--- config.mk ---
export PLATFORM = sky130hd
export DESIGN_NAME = multicycle_controller
export DESIGN_NICKNAME = d
export VERILOG_FILES = /design/src/rtl/multicycle_controller.sv
export SDC_FILE = /design/constraint.sdc
export NUM_CORES = 1
export LEC_CHECK = 0
export ABC_AREA = 0
export BUFFER_PORTS_ARGS = -buffer_cell sky130_fd_sc_hd__buf_4
export CAP_MARGIN = 20
export CELL_PAD_IN_SITES_DETAIL_PLACEMENT = 1
export CELL_PAD_IN_SITES_GLOBAL_PLACEMENT = 1
export CORE_MARGIN = 2
export CORE_UTILIZATION = 30
export DETAILED_ROUTE_END_ITERATION = 10
export GPL_TIMING_DRIVEN = 0
export PLACE_DENSITY = 0.83
export SLEW_MARGIN = 10
export SYNTH_ARGS = -nofsm -noshare
export SYNTH_HDL_FRONTEND = slang
export SYNTH_SLANG_ARGS = --single-unit
--- constraint.sdc ---
create_clock -name clk -period 2.4 [get_ports clk]
set_clock_uncertainty 0.2 [all_clocks]
set_input_delay 0.12 -clock clk [delete_from_list [all_inputs] [get_ports clk]]
set_output_delay 0.12 -clock clk [all_outputs]
set_load 0.01 [all_outputs]
--- src/rtl/multicycle_controller.sv ---
// rtl/multicycle_controller.sv - multicycle MIPS control FSM with memory-ready handshake
// Two-process sequencer: state register plus combinational next-state and datapath controls.
module multicycle_controller (
  input  logic       clk,
  input  logic       reset,
  input  logic [5:0] opcode,
  input  logic [5:0] funct,
  input  logic       zero,
  input  logic       mem_ready,
  output logic       mem_read,
  output logic       memwrite,
  output logic       iord,
  output logic       irwrite,
  output logic       pcen,
  output logic [1:0] pcsrc,
  output logic       alusrca,
  output logic [1:0] alusrcb,
  output logic [2:0] alucontrol,
  output logic       regdst,
  output logic       memtoreg,
  output logic       regwrite,
  output logic       illegal,
  output logic [3:0] state
);

  typedef enum logic [3:0] {
    S_RESET    = 4'd0,
    S_FETCH    = 4'd1,
    S_DECODE   = 4'd2,
    S_MEMADR   = 4'd3,
    S_MEMRD    = 4'd4,
    S_MEMWB    = 4'd5,
    S_MEMWR    = 4'd6,
    S_EXECUTE  = 4'd7,
    S_ALUWB    = 4'd8,
    S_BRANCH   = 4'd9,
    S_ADDIEXEC = 4'd10,
    S_ADDIWB   = 4'd11,
    S_JUMP     = 4'd12
  } state_t;

  localparam logic [5:0] OP_RTYPE = 6'b000000;
  localparam logic [5:0] OP_LW    = 6'b100011;
  localparam logic [5:0] OP_SW    = 6'b101011;
  localparam logic [5:0] OP_BEQ   = 6'b000100;
  localparam logic [5:0] OP_ADDI  = 6'b001000;
  localparam logic [5:0] OP_J     = 6'b000010;

  state_t     cur, nxt;
  logic       pcwrite, branch, funct_ok;
  logic [2:0] funct_alu;

  always_ff @(posedge clk or posedge reset) begin
    if (reset) cur <= S_RESET;
    else       cur <= nxt;
  end

  always_comb begin
    funct_ok  = 1'b1;
    funct_alu = 3'b010;
    case (funct)
      6'b100000: funct_alu = 3'b010;
      6'b100010: funct_alu = 3'b110;
      6'b100100: funct_alu = 3'b000;
      6'b100101: funct_alu = 3'b001;
      6'b101010: funct_alu = 3'b111;
      default:   funct_ok  = 1'b0;
    endcase
  end

  always_comb begin
    nxt        = S_FETCH;
    mem_read   = 1'b0;
    memwrite   = 1'b0;
    iord       = 1'b0;
    irwrite    = 1'b0;
    pcwrite    = 1'b0;
    branch     = 1'b0;
    pcsrc      = 2'b00;
    alusrca    = 1'b0;
    alusrcb    = 2'b00;
    alucontrol = 3'b010;
    regdst     = 1'b0;
    memtoreg   = 1'b0;
    regwrite   = 1'b0;
    illegal    = 1'b0;
    case (cur)
      S_RESET: alucontrol = 3'b000;
      S_FETCH: begin
        mem_read = 1'b1;
        alusrcb  = 2'b01;
        irwrite  = mem_ready;
        pcwrite  = mem_ready;
        nxt      = mem_ready ? S_DECODE : S_FETCH;
      end
      S_DECODE: begin
        alusrcb = 2'b11;
        case (opcode)
          OP_LW, OP_SW: nxt = S_MEMADR;
          OP_RTYPE: begin
            nxt     = funct_ok ? S_EXECUTE : S_FETCH;
            illegal = !funct_ok;
          end
          OP_BEQ:  nxt = S_BRANCH;
          OP_ADDI: nxt = S_ADDIEXEC;
          OP_J:    nxt = S_JUMP;
          default: illegal = 1'b1;
        endcase
      end
      S_MEMADR: begin
        alusrca = 1'b1;
        alusrcb = 2'b10;
        nxt     = (opcode == OP_SW) ? S_MEMWR : S_MEMRD;
      end
      S_MEMRD: begin
        mem_read = 1'b1;
        iord     = 1'b1;
        nxt      = mem_ready ? S_MEMWB : S_MEMRD;
      end
      S_MEMWB: begin
        regwrite = 1'b1;
        memtoreg = 1'b1;
      end
      S_MEMWR: begin
        memwrite = 1'b1;
        iord     = 1'b1;
        nxt      = mem_ready ? S_FETCH : S_MEMWR;
      end
      S_EXECUTE: begin
        alusrca    = 1'b1;
        alucontrol = funct_alu;
        nxt        = S_ALUWB;
      end
      S_ALUWB: begin
        regwrite = 1'b1;
        regdst   = 1'b1;
      end
      S_BRANCH: begin
        alusrca    = 1'b1;
        alucontrol = 3'b110;
        branch     = 1'b1;
        pcsrc      = 2'b01;
      end
      S_ADDIEXEC: begin
        alusrca = 1'b1;
        alusrcb = 2'b10;
        nxt     = S_ADDIWB;
      end
      S_ADDIWB: regwrite = 1'b1;
      S_JUMP: begin
        pcsrc   = 2'b10;
        pcwrite = 1'b1;
      end
      default: nxt = S_FETCH;
    endcase
  end

  assign pcen  = pcwrite | (branch & zero);
  assign state = cur;

endmodule

# Word-level counts from Yosys, hierarchy flattened
# Cells that the tools add are included.
[word_totals] out_inout_bits=21 in_bits=16 elab_cells=60 reg_bits=4
[op_classes] mux=24 bitwise_logic=2 n_eq_ne=22 n_reduce_logical=11
[op_table] cell="$eq 6x6->1 const B" count=7
[op_table] cell="$pmux 4 s7" count=1
[op_table] cell="$eq 4x4->1 const B" count=5
[op_table] cell="$pmux 4 s5" count=1
[op_table] cell="$eq 4x3->1 const B" count=4
[op_table] cell="$mux 1" count=12
[op_table] cell="$pmux 3 s4" count=1
[op_table] cell="$reduce_or 5->1" count=2
[op_table] cell="$pmux 3 s3" count=1
[op_table] cell="$eq 4x2->1 const B" count=2
[op_table] cell="$reduce_or 2->1" count=4
[op_table] cell="$eq 6x2->1 const B" count=1
[op_table] cell="$eq 6x3->1 const B" count=1
[op_table] cell="$eq 6x4->1 const B" count=1
[op_table] cell="$logic_not 6->1" count=1
[op_table] cell="$mux 3" count=2
[op_table] cell="$pmux 2 s3" count=1
[op_table] cell="$eq 4x1->1 const B" count=1
[op_table] cell="$logic_not 4->1" count=1
[op_table] cell="$mux 2" count=2
[op_table] cell="$pmux 1 s2" count=2
[op_table] cell="$pmux 2 s2" count=1
[op_table] cell="$reduce_or 4->1" count=1
[op_table] cell="$reduce_or 3->1" count=1
[op_table] cell="3 further kinds" count=3

# Depth between registers and ports, before layout
# Gate-level depths: netlist of run 1.
[depth] depth_word=6 depth_mapped=5 ltp_nobuf=4

# Least setup slack after synthesis of run 1
# OpenSTA, ideal clock, no wires.
[synth_path] path_type="register to output" startpoint="register cur[3], in the netlist state[3]" endpoint="output port alucontrol[1]" t_arrival_ps=1463 slack_ps=617 stages_incl_launch_ff=5 t_required_ps=2080 n_path_buf=0 path_cell_list="dfrtp_1 > nand2b_1 > nor4b_4 > a21oi_1 > a311o_1"
[synth_via] elab_chain_len=2 elab_cells_between_ends=4 classes_between="eq/ne: 2; mux: 1; reduce/logical: 1"
[synth_lines] element="start, declared" line_no="49" text="state_t cur, nxt;"
[synth_lines] element="start signal, assigned" line_no="55" text="else cur <= nxt;"
[synth_lines] element="$eq 4x4->1, or another cell as far along" line_no="87" text="case (cur)"
[synth_lines] element="$pmux 3 s3 *" line_no="87"
[synth_lines] element="end, declared" line_no="18" text="output logic [2:0] alucontrol,"
# Mark *: on every way between the ends. The rest lies on a longest branch, timed or not.

# Worst setup path after layout of run 1
# Same ends and word-level chain as after synthesis.

==> flow_summary.toml, run 1 <==
[sta]
hold-worst-slack_ns = 0.0496
max_freq_mhz = 451
fin_setup_tns_ns = 0
timing.slew.headroom = 0.714
hold_viol = 0
slew_viol_final = 0
setup_violations = 0
rsz0062_at_grt = "false"
finalCriticalPeriod_ns = 2.22
fin_crit_sh = 0.924
tightest_slew_ns = 0.428

[die]
row_count = 16
dieWidth_um = 49.8
start_util = 0.318
die_h_um = 49.8
ios = 37
die_area_um2 = 2480
coreArea_um2 = 1980

[layout]
area_delta_synth_final_pct = 51.4
fill_cells = 251
n_antenna_cell = 0
drive_gt1_frac = 0.354
nNetsFinal = 145
largest_reg_flops = 4

[hold_path]
hp-start = "opcode[3]"
min_path_cells = 3
min_to = "state[2]$_DFF_PP0_"
min_path_type = "primary input to register"

[worst_setup_path]
crit_chain = "nand2b_2 > nor4b_4 > a21oi_1 > a311o_1 > buf_4"
cp.required_ns = 2.08
critPathTopFamily = "simple AND/OR/NAND/NOR gates"
critPathCaptureType = "primary output"
crit_type = "register to primary output"
regToRegStartpoint = "state[1]$_DFF_PP0_"
slowest_delay_ns = 0.43
cp_slowest_cell = "dfrtp_1"
start_kind = "register"
worstPathMaxFanout = 7
r2r_setup_slack_ns = 0.57
critPathArrivalTime_ns = 1.90
r2r_cells = 5
worstReg2RegEnd = "state[2]$_DFF_PP0_"
path_buf_inv = 1

[clock_network]
clock_path_buffers = 2
clk_pin_slew_ns = 0.04
htree_levels = 1
cts-root-buf = "clkbuf_4"
cts_buffers = 3
postCtsSetupBuffers = 0
worstSkewPairLatency_ns = 0.24
cts_tree = "built"
clock-sinks = 4

[logic_synthesis]
yosysTopAreaCell = "dfrtp_1"
synth_warnings = 0
avgSynthCellArea_um2 = 7.09
synth_common_cells = "9 x nor2_1, 9 x nor3_1, 5 x a21oi_1, 5 x nand2_1"
ys_types = 41
synth_edf_count = 0
async_flop_share = 1.00
synth-main-ff-cell = "dfrtp_1"
synth_seq_area_share = 0.159
synth_seq_cells = 4
postSynthCellCount = 89
syn_nets = 105
synth_area_leaders = "dfrtp_1 16%, nor3_1 7.1%, nor2_1 5.4%, a21oi_1 4.0%, nor2b_1 4.0%"
syn_area_um2 = 631
synthDominantCellAreaShare = 0.159

[routing]
via_per_inst = 5.33
drc = 0
routed_wl_um = 2160
postRouteAntennaNets = 0
wl_per_cell_um = 14.0
drt_iter0_drc = 4
drt_first_pass_iters = 4
dr_total_vias = 821

[power_and_ir_drop]
p_leak_nw = 0.434
power.density_nw_per_um2 = 974
ir_drop_mv = 0.423

[global_routing]
grt_pass1_vias = 830
overflow = 0
grt_pass1_wl_um = 3770
antenna_found_initial = 0
track_usage = 0.191
grt_max_degree = 11

[run_status]
status = "finished, final reports clean"

[placement]
hpwlAfterDp_um = 1720
io_buffers = 34
gp_congestion = 0.844

[flow_run]
cap_violations = 0
## per-layer routing
| layer | wire length (µm) | vias to the layer above | share of wire | global-route usage |
|---|---|---|---|---|
| met5 | 0 | - | 0 | 0 |
| li1 | - | 410 | - | - |
| met2 | 1100 | 21 | 0.51 | 0.331 |
| met4 | 25 | 0 | 0.012 | 0.0648 |
| met3 | 80 | 3 | 0.037 | 0.0242 |
| met1 | 961 | 387 | 0.44 | 0.242 |
## metrics by stage
| step | setup slack (ns) | cells | area (µm²) | util | total power [mW] |
|---|---|---|---|---|---|
| final | 0.183 | 154 | 955 | 0.482 | 0.929 |
| after global routing | 0.0664 | 154 | 955 | 0.482 | 1.01 |
| after CTS | 0.115 | 154 | 952 | 0.480 | 0.933 |
| after detailed placement | 0.407 | 150 | 920 | 0.464 | 0.839 |
| after global placement | 0.406 | 150 | 920 | 0.464 | 0.825 |
| after floorplan | 0.617 | 89 | 631 | - | 0.536 |
## where the power goes
part           switching [mW]  total (mW)  internal (mW)
Sequential             0.0286       0.124         0.0949
Clock                  0.0304      0.0865         0.0561
Combinational           0.392       0.719          0.327
Total                   0.451       0.929          0.478
## final cells by class
type                    count  area [µm²]  area share
plain buffers               7        36.3      0.0380
clock buffers               3        22.5      0.0236
inverters                   4        15.0      0.0157
multi-input cells          74         482       0.505
flip-flops and latches      4         100       0.105
well taps                  27        33.8      0.0354
repair buffers             35         265       0.278
## tightest hold or removal path, cell delays in order
cell and delay (ns):
buf_6 0.11, or4_1 0.10, o21ai_0 0.10
## cells by family (layout without fill, tap and decap cells)
family / count (synthesis) / in the layout / share of synthesized area
AOI/OAI and AO/OA: 27 / 27 / 0.298
buffers and inverters: 11 / 49 / 0.0813
muxes: 2 / 2 / 0.0337
xor gates and xnor gates: 3 / 3 / 0.0417
and+or+nand+nor: 42 / 42 / 0.387
DFF: 4 / 4 / 0.159
## cells in the final DEF (no fill, tap or decap), drive strengths merged, types with 4 or more instances in the layout
cell type,n
o22ai,4
a21oi,5
nand2,5
nor2b,4
buf,36
dfrtp,4
inv,4
nor3,9
clkbuf,8
nor2,9
## how the worst max path moves through the flow
stage	start	endpoint	slack (ns)	depth (start not counted)
final	state[3]$_DFF_PP0_	alucontrol[1]	0.18	5
after global routing	state[0]$_DFF_PP0_	alucontrol[1]	0.07	6
after CTS	state[3]$_DFF_PP0_	alucontrol[1]	0.11	5
after detailed placement	state[3]$_DFF_PP0_	alucontrol[1]	0.41	5
after global placement	state[3]$_DFF_PP0_	alucontrol[1]	0.41	5
after floorplan	state[3]$_DFF_PP0_	alucontrol[1]	0.62	4
## what timing repair did
action / CTS / global route
setup endpoints to repair: 0 / 1
hold buffers: 1 / 0
gates resized for setup: 0 / 1
hold endpoints to repair: 4 / 0
Note: power is estimated with default switching activity, not from simulation.
==> run 2, diff against run 1 <==
--- a/config.mk
+++ b/config.mk
@@ -6,15 +6,15 @@
 export NUM_CORES = 1
 export LEC_CHECK = 0
 export ABC_AREA = 0
-export BUFFER_PORTS_ARGS = -buffer_cell sky130_fd_sc_hd__buf_4
 export CAP_MARGIN = 20
 export CELL_PAD_IN_SITES_DETAIL_PLACEMENT = 1
 export CELL_PAD_IN_SITES_GLOBAL_PLACEMENT = 1
 export CORE_MARGIN = 2
-export CORE_UTILIZATION = 30
+export CORE_UTILIZATION = 43
 export DETAILED_ROUTE_END_ITERATION = 10
+export DONT_BUFFER_PORTS = 1
 export GPL_TIMING_DRIVEN = 0
-export PLACE_DENSITY = 0.83
+export PLACE_DENSITY = 0.81
 export SLEW_MARGIN = 10
 export SYNTH_ARGS = -nofsm -noshare
 export SYNTH_HDL_FRONTEND = slang
==> flow_summary.toml, run 2 (synthesis gave the netlist of run 1 again) <==
[run_status]
status = "finished, final reports clean"

[die]
coreArea_um2 = 1330
ios = 37
die_h_um = 42.3
die_area_um2 = 1790
start_util = 0.473
dieWidth_um = 42.3
row_count = 13

[sta]
worst_slack_ns = 0.204
hold-worst-slack_ns = 0.00805
rsz0062_at_grt = "false"
timing.slew.headroom = 0.710
slew_viol_final = 0
finalCriticalPeriod_ns = 2.20
tightest_slew_ns = 0.436
fin_setup_tns_ns = 0
fin_crit_sh = 0.915
hold_viol = 0
setup_violations = 0
max_freq_mhz = 455

[clock_network]
htree_levels = 1
postCtsSetupBuffers = 0
cts-root-buf = "clkbuf_4"
cts_buffers = 3
cts_tree = "built"
clk_pin_slew_ns = 0.04
clock-sinks = 4
clock_path_buffers = 2
worstSkewPairLatency_ns = 0.24

[placement]
placed_area_um2 = 649
hpwlAfterDp_um = 1520
gp_congestion = 0.794
placed_cells = 104
io_buffers = 0
dpl_worst_slack_ns = 0.446

[power_and_ir_drop]
power.total_mw = 0.728
ir_drop_mv = 0.331
power.density_nw_per_um2 = 1020
p_leak_nw = 0.276

[layout]
n_antenna_cell = 0
final_cell_count_no_fill = 111
final_cell_mix = "9 x nor2_1, 9 x nor3_1, 5 x nand2_1, 5 x a21oi_1"
regArea_um2 = 100
drive_gt1_frac = 0.104
fill_cells = 191
nNetsFinal = 114
fin_area_um2 = 712
finalCoreUtilization = 0.534
area_delta_synth_final_pct = 12.9
largest_reg_flops = 4
multi_input_area_um2 = 479

[worst_setup_path]
crit_type = "register to primary output"
crit_chain = "nand2b_1 > nor4b_4 > a21oi_1 > a311o_1"
cp.required_ns = 2.08
start_kind = "register"
critPathCaptureType = "primary output"
slowest_delay_ns = 0.46
worstPathMaxFanout = 7
critPathArrivalTime_ns = 1.88
cp_slowest_cell = "dfrtp_1"

[routing]
via_per_inst = 6.47
drc = 0
drt_iter0_drc = 11
dr_total_vias = 718
drt_first_pass_iters = 4
routed_wl_um = 1950
postRouteAntennaNets = 0
wl_per_cell_um = 17.6

[global_routing]
grt_max_degree = 11
antenna_found_initial = 0
grt_pass1_vias = 752
grt_pass1_wl_um = 3370
track_usage = 0.240
overflow = 0

[hold_path]
min_path_type = "primary input to asynchronous set/reset pin"

[flow_run]
cap_violations = 0
## run 2: path summary, 6_finish.rpt
| path | startpoint | slack [ns] | end | cells after the start |
|---|---|---|---|---|
| setup / recovery | state[3]$_DFF_PP0_ | 0.20 | alucontrol[1] | 4 |
| hold / removal | reset | 0.008 | state[1]$_DFF_PP0_ | 2 |
| hold reg to reg | state[1]$_DFF_PP0_ | 0.64 | state[3]$_DFF_PP0_ | 2 |
| setup reg to reg | state[1]$_DFF_PP0_ | 0.41 | state[2]$_DFF_PP0_ | 5 |
| min in group clk | mem_ready | 0.03 | state[2]$_DFF_PP0_ | 3 |
| max in group asynchronous | reset | 1.83 | state[3]$_DFF_PP0_ | 2 |
## run 2: critical path: cells and delay by family (launching register included)
family	cells	cell delay, ns
AO/OA/AOI/OAI	2	0.49
flip-flops	1	0.46
AND/OR/NAND/NOR	2	0.69
## run 2: where the power goes
part / internal (mW) / switching (mW) / total (mW)
clock network: 0.0559 / 0.0275 / 0.0834
logic: 0.167 / 0.342 / 0.509
registers: 0.0949 / 0.0409 / 0.136
total: 0.318 / 0.410 / 0.728
## run 2: cell type report
| cell class | count | area share |
|---|---|---|
| multi-input cells | 74 | 0.673 |
| flip-flops and latches | 4 | 0.141 |
| repair buffers | 4 | 0.0562 |
| plain buffers | 7 | 0.0510 |
| clock buffers | 3 | 0.0316 |
| well taps | 15 | 0.0264 |
| inverters | 4 | 0.0211 |
## run 2: repair_timing
action	4_1_cts	5_1_grt
setup endpoints to repair	0	0
gates resized for setup	0	0
endpoints found under the hold margin	6	0
hold buffers	4	0
## run 2: per-layer routing
metal  vias to the layer above  GRT usage  wire, µm  part of all wire
li1                        349          -         -                 -
met1                       338      0.294       810              0.41
met2                        29      0.422      1030              0.53
met3                         2     0.0517        99             0.051
met4                         0     0.0563        11            0.0056
met5                         -          0         0                 0
==> run 3, diff against run 2 <==
--- a/config.mk
+++ b/config.mk
@@ -14,6 +14,7 @@
 export DETAILED_ROUTE_END_ITERATION = 10
 export DONT_BUFFER_PORTS = 1
 export GPL_TIMING_DRIVEN = 0
+export MAX_ROUTING_LAYER = met4
 export PLACE_DENSITY = 0.81
 export SLEW_MARGIN = 10
 export SYNTH_ARGS = -nofsm -noshare
==> flow_summary.toml, run 3 (synthesis gave the netlist of run 1 again) <==
[placement]
io_buffers = 0
dpl_worst_slack_ns = 0.446
gp_congestion = 0.805
hpwlAfterDp_um = 1520

[worst_setup_path]
r2r_cells = 5
critPathArrivalTime_ns = 1.89
critPathCaptureType = "primary output"
crit_type = "register to primary output"
r2r_setup_slack_ns = 0.41
regToRegStartpoint = "state[1]$_DFF_PP0_"
cp.required_ns = 2.08
start_kind = "register"
worstReg2RegEnd = "state[2]$_DFF_PP0_"
worstPathMaxFanout = 7

[clock_network]
holdBufCountCts = 4
clock_path_buffers = 2
cts_buffers = 3
cts-root-buf = "clkbuf_4"
htree_levels = 1
clk_pin_slew_ns = 0.04
worstSkewPairLatency_ns = 0.24
cts_resized = 0
clock-sinks = 4
cts_tree = "built"
postCtsSetupBuffers = 0

[die]
coreArea_um2 = 1330
dieWidth_um = 42.3
die_h_um = 42.3
die_area_um2 = 1790
row_count = 13
start_util = 0.473
ios = 37

[run_status]
status = "finished, final reports clean"

[sta]
tightest_slew_ns = 0.437
fin_crit_sh = 0.922
finalCriticalPeriod_ns = 2.21
rsz0062_at_grt = "false"
fin_setup_tns_ns = 0
setup_violations = 0
hold_viol = 0
slew_viol_final = 0
max_freq_mhz = 452
timing.slew.headroom = 0.709
worst_slack_ns = 0.186
hold-worst-slack_ns = 0.00403

[routing]
drt_first_pass_iters = 4
drc = 0
dr_total_vias = 718
drt_iter0_drc = 8
via_per_inst = 6.47
routed_wl_um = 1970
postRouteAntennaNets = 0
wl_per_cell_um = 17.8

[global_routing]
top_usage_layer = "met2"
track_usage = 0.246
overflow = 0
grt_use_met1 = 0.296
grt_max_degree = 11
use_met2 = 0.422
antenna_found_initial = 0
grt_pass1_wl_um = 3370
grtUsageMet3 = 0.0474
grt_pass1_vias = 750

[power_and_ir_drop]
power_frac_seq = 0.186
power.share.combinational = 0.698
intPower_mw = 0.318
p_clk_frac = 0.116
p_sw_mw = 0.414
p_leak_nw = 0.276
power.density_nw_per_um2 = 1030
ir_drop_mv = 0.336
switching_share = 0.566

[layout]
area_delta_synth_final_pct = 12.9
final_cell_mix = "9 x nor2_1, 9 x nor3_1, 5 x nand2_1, 5 x a21oi_1"
largest_reg_flops = 4
n_antenna_cell = 0
finalCoreUtilization = 0.534
nNetsFinal = 114
drive_gt1_frac = 0.104

[flow_run]
cap_violations = 0

[hold_path]
min_path_type = "primary input to asynchronous set/reset pin"
## run 3: cell counts in the layout (fill, tap and decap cells not counted)
No cell type changed its count.
## run 3: final cells by class
type	instances	area, µm²
Sequential cell	4	100
Buffer	7	36.3
Tap cell	15	18.8
Timing Repair Buffer	4	40.0
Fill cell	191	622
Inverter	4	15.0
Clock buffer	3	22.5
Multi-Input combinational cell	74	479
## run 3: how the worst max path moves through the flow
stage	to	from	cells past startpoint	slack (ns)
global route	alucontrol[1]	state[3]$_DFF_PP0_	4	0.06
floorplan	alucontrol[1]	state[3]$_DFF_PP0_	4	0.62
finish	alucontrol[1]	state[3]$_DFF_PP0_	4	0.19
detailed placement	state[2]$_DFF_PP0_	state[1]$_DFF_PP0_	5	0.45
CTS	alucontrol[1]	state[3]$_DFF_PP0_	4	0.19
global placement	alucontrol[1]	state[3]$_DFF_PP0_	4	0.47
## run 3: power groups by stage
| stage | Clock [mW] | Combinational [mW] | Sequential, mW |
|---|---|---|---|
| final | 0.0851 | 0.511 | 0.136 |
| after CTS | 0.0860 | 0.510 | 0.137 |
| after detailed placement | 0 | 0.501 | 0.138 |
| after global routing | 0.0914 | 0.559 | 0.140 |
| after global placement | 0 | 0.481 | 0.137 |
| after floorplan | 0 | 0.407 | 0.129 |
## run 3: metrics by stage
step	total power [mW]	cell area, µm²	cells
3_5_place_dp	0.639	649	104
4_1_cts	0.733	712	111
5_1_grt	0.791	712	111
2_1_floorplan	0.536	631	89
3_3_place_gp	0.618	649	104
6_report	0.731	712	111
## run 3: critical path, stage by stage, from the launching register on
cell	delay [ns]
dfrtp_1	0.46
nand2b_1	0.33
nor4b_4	0.38
a21oi_1	0.11
a311o_1	0.38
## run 3: metal layers
layer | routed length [µm] | share of wire | vias to the layer above
met5 | 0 | 0 | -
met4 | 10 | 0.0051 | 0
met3 | 98 | 0.050 | 2
met2 | 1030 | 0.52 | 24
met1 | 836 | 0.42 | 344
li1 | - | - | 348
